<file path="src/rtl/regfile_cmd_pkg.sv">
`default_nettype none
// ============================================================================
//  Module      : regfile_cmd_pkg
//  Description : Shared definitions for the register-file command sequencer:
//                command opcodes, read-data watchdog limit and FSM states.
//  Revision    : 1.0 - initial release
// ============================================================================
package regfile_cmd_pkg;

    // Frame opcodes (first byte of every frame)
    localparam logic [7:0] WR_CMD = 8'hAA;  // opcode, address, data
    localparam logic [7:0] RD_CMD = 8'hBB;  // opcode, address

    // Number of RD_WAIT cycles allowed before a read is abandoned
    localparam int RD_TIMEOUT = 4;

    typedef enum logic [2:0] {
        IDLE    = 3'd0,
        WR_ADDR = 3'd1,
        WR_DATA = 3'd2,
        WR_EXEC = 3'd3,
        RD_ADDR = 3'd4,
        RD_EXEC = 3'd5,
        RD_WAIT = 3'd6,
        TX_SEND = 3'd7
    } state_t;

endpackage : regfile_cmd_pkg
`default_nettype wire

</file>
<file path="src/rtl/regfile_cmd_ctrl.sv">
`default_nettype none
// ============================================================================
//  Module      : regfile_cmd_ctrl
//  Description : Turns the UART RX byte stream into register-file write/read
//                transactions and hands read data back to the UART TX.
//                One frame at a time; malformed or overlapping bytes raise a
//                one-cycle Cmd_Err and never reach the register file.
//  Ports       : clk, RST (async, active low)
//                RX_P_DATA/RX_D_VLD      - received byte + strobe
//                RdData/RdData_Valid     - register-file read return
//                TX_Busy                 - transmitter busy
//                WrEn/RdEn/Address/WrData- register-file master interface
//                TX_P_DATA/TX_D_VLD      - byte to transmit + strobe
//                Ctrl_Busy               - sequencer not idle
//                Cmd_Err                 - one-cycle error pulse
//  Revision    : 1.0 - initial release
// ============================================================================
module regfile_cmd_ctrl
    import regfile_cmd_pkg::*;
#(
    parameter int data_width    = 8,
    parameter int address_width = 4
) (
    input  logic                     clk,
    input  logic                     RST,
    input  logic [data_width-1:0]    RX_P_DATA,
    input  logic                     RX_D_VLD,
    input  logic [data_width-1:0]    RdData,
    input  logic                     RdData_Valid,
    input  logic                     TX_Busy,
    output logic                     WrEn,
    output logic                     RdEn,
    output logic [address_width-1:0] Address,
    output logic [data_width-1:0]    WrData,
    output logic [data_width-1:0]    TX_P_DATA,
    output logic                     TX_D_VLD,
    output logic                     Ctrl_Busy,
    output logic                     Cmd_Err
);

    state_t      r_state;
    state_t      w_next_state;
    logic [1:0]  r_wd;          // read-data watchdog

    logic        w_wr_en;
    logic        w_rd_en;
    logic        w_tx_vld;
    logic        w_cmd_err;
    logic        w_addr_ld;
    logic        w_data_ld;
    logic        w_tx_ld;
    logic        w_wd_clr;
    logic        w_wd_inc;
    logic        w_addr_ok;

    // An address byte is legal only if every bit above the address field is 0
    assign w_addr_ok = (RX_P_DATA[data_width-1:address_width] == '0);

    // ------------------------------------------------------------------------
    // Next-state and next-output decode. Every output is registered, so the
    // pulse decisions are made here one cycle ahead of when they appear.
    // ------------------------------------------------------------------------
    always_comb begin
        w_next_state = r_state;
        w_wr_en      = 1'b0;
        w_rd_en      = 1'b0;
        w_tx_vld     = 1'b0;
        w_cmd_err    = 1'b0;
        w_addr_ld    = 1'b0;
        w_data_ld    = 1'b0;
        w_tx_ld      = 1'b0;
        w_wd_clr     = 1'b0;
        w_wd_inc     = 1'b0;

        case (r_state)
            IDLE: begin
                if (RX_D_VLD) begin
                    if (RX_P_DATA == data_width'(WR_CMD)) begin
                        w_next_state = WR_ADDR;
                    end else if (RX_P_DATA == data_width'(RD_CMD)) begin
                        w_next_state = RD_ADDR;
                    end else begin
                        w_cmd_err = 1'b1;
                    end
                end
            end

            WR_ADDR: begin
                if (RX_D_VLD) begin
                    if (w_addr_ok) begin
                        w_addr_ld    = 1'b1;
                        w_next_state = WR_DATA;
                    end else begin
                        w_cmd_err    = 1'b1;
                        w_next_state = IDLE;
                    end
                end
            end

            WR_DATA: begin
                if (RX_D_VLD) begin
                    w_data_ld    = 1'b1;
                    w_wr_en      = 1'b1;   // registered: high during WR_EXEC
                    w_next_state = WR_EXEC;
                end
            end

            WR_EXEC: begin
                w_cmd_err    = RX_D_VLD;
                w_next_state = IDLE;
            end

            RD_ADDR: begin
                if (RX_D_VLD) begin
                    if (w_addr_ok) begin
                        w_addr_ld    = 1'b1;
                        w_rd_en      = 1'b1;   // registered: high during RD_EXEC
                        w_next_state = RD_EXEC;
                    end else begin
                        w_cmd_err    = 1'b1;
                        w_next_state = IDLE;
                    end
                end
            end

            RD_EXEC: begin
                w_cmd_err    = RX_D_VLD;
                w_wd_clr     = 1'b1;           // watchdog starts fresh in RD_WAIT
                w_next_state = RD_WAIT;
            end

            RD_WAIT: begin
                w_cmd_err = RX_D_VLD;
                if (RdData_Valid) begin
                    w_tx_ld      = 1'b1;
                    w_next_state = TX_SEND;
                end else if (r_wd == 2'(RD_TIMEOUT - 1)) begin
                    w_cmd_err    = 1'b1;
                    w_next_state = IDLE;
                end else begin
                    w_wd_inc     = 1'b1;
                end
            end

            TX_SEND: begin
                w_cmd_err = RX_D_VLD;
                if (!TX_Busy) begin
                    w_tx_vld     = 1'b1;
                    w_next_state = IDLE;
                end
            end

            default: begin
                w_next_state = IDLE;
            end
        endcase
    end

    // ------------------------------------------------------------------------
    // State, watchdog and registered outputs
    // ------------------------------------------------------------------------
    always_ff @(posedge clk or negedge RST) begin
        if (!RST) begin
            r_state   <= IDLE;
            r_wd      <= '0;
            WrEn      <= 1'b0;
            RdEn      <= 1'b0;
            Address   <= '0;
            WrData    <= '0;
            TX_P_DATA <= '0;
            TX_D_VLD  <= 1'b0;
            Ctrl_Busy <= 1'b0;
            Cmd_Err   <= 1'b0;
        end else begin
            r_state   <= w_next_state;
            WrEn      <= w_wr_en;
            RdEn      <= w_rd_en;
            TX_D_VLD  <= w_tx_vld;
            Cmd_Err   <= w_cmd_err;
            Ctrl_Busy <= (w_next_state != IDLE);

            if (w_addr_ld) begin
                Address <= RX_P_DATA[address_width-1:0];
            end
            if (w_data_ld) begin
                WrData <= RX_P_DATA;
            end
            if (w_tx_ld) begin
                TX_P_DATA <= RdData;
            end

            if (w_wd_clr) begin
                r_wd <= '0;
            end else if (w_wd_inc) begin
                r_wd <= r_wd + 2'd1;
            end
        end
    end

endmodule : regfile_cmd_ctrl
`default_nettype wire

</file>
<file path="config.mk">
export PLATFORM = sky130hd
export DESIGN_NAME = regfile_cmd_ctrl
export DESIGN_NICKNAME = d
export VERILOG_FILES = /design/src/rtl/regfile_cmd_pkg.sv /design/src/rtl/regfile_cmd_ctrl.sv
export SDC_FILE = /design/constraint.sdc
export NUM_CORES = 1
export LEC_CHECK = 0
export ABC_AREA = 1
export ABC_CLOCK_PERIOD_IN_PS = 2200
export CAP_MARGIN = 20
export CORE_ASPECT_RATIO = 1.1
export CORE_MARGIN = 5
export CORE_UTILIZATION = 30
export CTS_BUF_LIST = sky130_fd_sc_hd__clkbuf_4
export DETAILED_ROUTE_END_ITERATION = 8
export PLACE_DENSITY = 0.56
export SLEW_MARGIN = 25
export SYNTH_ARGS = -nofsm -noshare
export SYNTH_HDL_FRONTEND = slang
export SYNTH_SLANG_ARGS = --single-unit
</file>
<file path="constraint.sdc">
create_clock -name clk -period 2.2 [get_ports clk]
set_input_delay 0.22 -clock clk [delete_from_list [all_inputs] [get_ports clk]]
set_output_delay 0.22 -clock clk [all_outputs]
set_load 0.01 [all_outputs]
</file>
==> out/qor.yml <==
layout:
  drive_gt1_share_pct: 9.57
  regArea_um2: 751
  area_growth_pct: 39.8
  final_nets: 251
  stdcell_count: 286
  final_cell_mix: "nand2_1 (67), clkdlybuf4s50_1 (45), dfrtp_1 (30)"
  multiInputGateArea_um2: 578
  layout.cells.most_common: "nand2_1"
  antenna_cells: 0
  fill_cells: 497
  design_area_mm2: 0.00200
routing:
  vias_per_cell: 4.35
  first_iter_violations: 50
  ant_nets: 0
  drt_wl_total_mm: 3.28
  drc: 0
  num_vias: 1245
  detail_route.wl_per_cell_um: 11.5
  drt_pre_antenna_iters: 4
pwr:
  powerDensity_mw_per_mm2: 1100
  power.leakage_nw: 1.06
  power_mw: 2.20
  ir_worst_vdd_v: 0.000330
sta:
  tightest_slew_ns: 0.386
  slew_viol_final: 0
  fmax_ghz: 0.674
  maxSlewHeadroom_pct: 74.3
  grt_setup_unrepaired: "false"
  finalCritPeriodShare_pct: 67.4
  tns_ns: 0
  skew_ns: 0.00887
  timing.final.crit_period_ns: 1.48
  setup_viol: 0
  setup_ws_ns: 0.717
  hold_viol: 0
synthesis:
  synth-compound-area-share_pct: 8.39
  synth_adder_area_share_pct: 0.874
  ys_seq_elements: 30
  synthSimpleGateAreaFrac_pct: 31.1
  synth_top_family_by_area: "simple AND/OR/NAND/NOR gates"
  synth.distinct_cells: 21
  syn_avg_cell_area_um2: 8.04
  syn-cell-area_mm2: 0.00143
  synth-xor-area-share_pct: 0
  syn-instance-count: 178
  ys_warn_count: 0
  synth_mux_area_share_pct: 0
  synth-seq-area-share_pct: 52.4
  syn_nets: 200
clocking:
  clk_latency_ns: 0.33
  cts_buffers: 5
  cts.sinks: 30
  cts_buffer_depth: 2
  htree_num_levels: 2
  cts_tree: "built"
  postCtsHoldBufs: 0
  cts-root-buf: "clkbuf_4"
  path_clk_slew_ns: 0.09
  postCtsSetupBuffers: 0
  cts_resized: 0
die:
  core_region_area_mm2: 0.00465
  ios: 46
  dieArea_mm2: 0.00625
  start_util_pct: 30.8
  die_w_um: 75.9
  row_count: 26
  die_y_um: 82.4
critical_path:
  startpoint_type: "register"
  required_ns: 2.41
  crit_type: "reg2reg"
  arrival_ns: 1.69
  end_kind: "register"
  worstPathMaxFanout: 16
place:
  dp.cells: 278
  dp_slack_ns: 0.560
  dp_hpwl_mm: 2.49
  gp_congestion: 0.798
  dpl_cell_area_mm2: 0.00195
  io_buffer_count: 45
global_routing:
  antenna_found_initial: 0
  grt_usage_pct: 11.8
  grt_pass1_vias: 1209
  overflow: 0
  grt_pass1_wl_mm: 5.45
  grt_max_degree: 31
run:
  max_cap_violations: 0
min_path:
  hold_class: "in2async"
run_status:
  status: "finished clean"
==> flip-flops by register name, summed over array words and instances, names as in the netlist, 2 cells and up <==
| register | cells |
|---|---|
| TX_P_DATA | 8 |
| r_state | 3 |
| WrData | 8 |
| r_wd | 2 |
| Address | 4 |
==> metal layers <==
metal	share of wire [%]	vias to the layer above	track usage, %
li1	-	652	-
met5	0	-	0
met3	6.5	5	3.51
met4	2.0	0	6.29
met1	43	551	13.3
met2	48	37	19.5
==> power by group <==
part | leakage, nW | switching (mW) | internal, mW | total [mW]
clock network | 0.0331 | 0.187 | 0.132 | 0.319
logic | 0.636 | 0.461 | 0.507 | 0.968
registers | 0.389 | 0.144 | 0.771 | 0.915
total | 1.06 | 0.792 | 1.41 | 2.20
==> synthesized netlist by cell type (all sizes together) <==
cell    n  area, um2
nor2   24        116
nand3   5       37.5
a21oi   6       30.0
ha      1       12.5
nand2  69        269
buf     2       12.5
inv    24       90.1
o22ai   2       12.5
dfrtp  30        751
nand4   2       12.5
o21ai  11       77.6
nor3    2       10.0
==> critical path, stage by stage, from the launching register on <==
cell     delay [ns]
dfrtp_1        0.54
inv_1          0.14
nand3_4        0.23
nand2_1        0.07
nor2_1         0.12
nand2_2        0.06
nor2_1         0.12
nand3_1        0.08
==> final cells by class <==
type | instances | share of cell area [%]
Sequential cell | 30 | 37.5
Multi-Input combinational cell | 122 | 28.9
Timing Repair Buffer | 46 | 22.9
Inverter | 24 | 4.50
Tap cell | 56 | 3.50
Clock buffer | 6 | 2.25
Clock inverter | 2 | 0.438
==> cell families after synthesis <==
logic type / Yosys count
simple gates: 102
flops: 30
buf+inv: 26
compound gates: 19
fa+ha+maj: 1
==> final timing paths <==
path	slack [ns]	depth (start not counted)	from	end
max	0.72	7	r_state[2]$_DFF_PN0_	Ctrl_Busy$_DFF_PN0_
max in group asynchronous	1.64	2	RST	TX_D_VLD$_DFF_PN0_
min reg2reg	0.48	2	TX_P_DATA[2]$_DFFE_PN0P_	TX_P_DATA[2]$_DFFE_PN0P_
min	0.27	2	RST	WrData[7]$_DFFE_PN0P_
min in group clk	0.42	3	RdData[4]	TX_P_DATA[4]$_DFFE_PN0P_
max reg2reg	0.72	7	r_state[2]$_DFF_PN0_	Ctrl_Busy$_DFF_PN0_
==> through the flow <==
step | util [%] | hold slack [ns]
floorplan | - | -0.0756
global placement | 41.9 | 0.454
detailed placement | 41.9 | 0.462
CTS | 43.0 | 0.274
global route | 43.0 | 0.299
finish | 43.0 | 0.273
(Power assumes the default switching activity.)
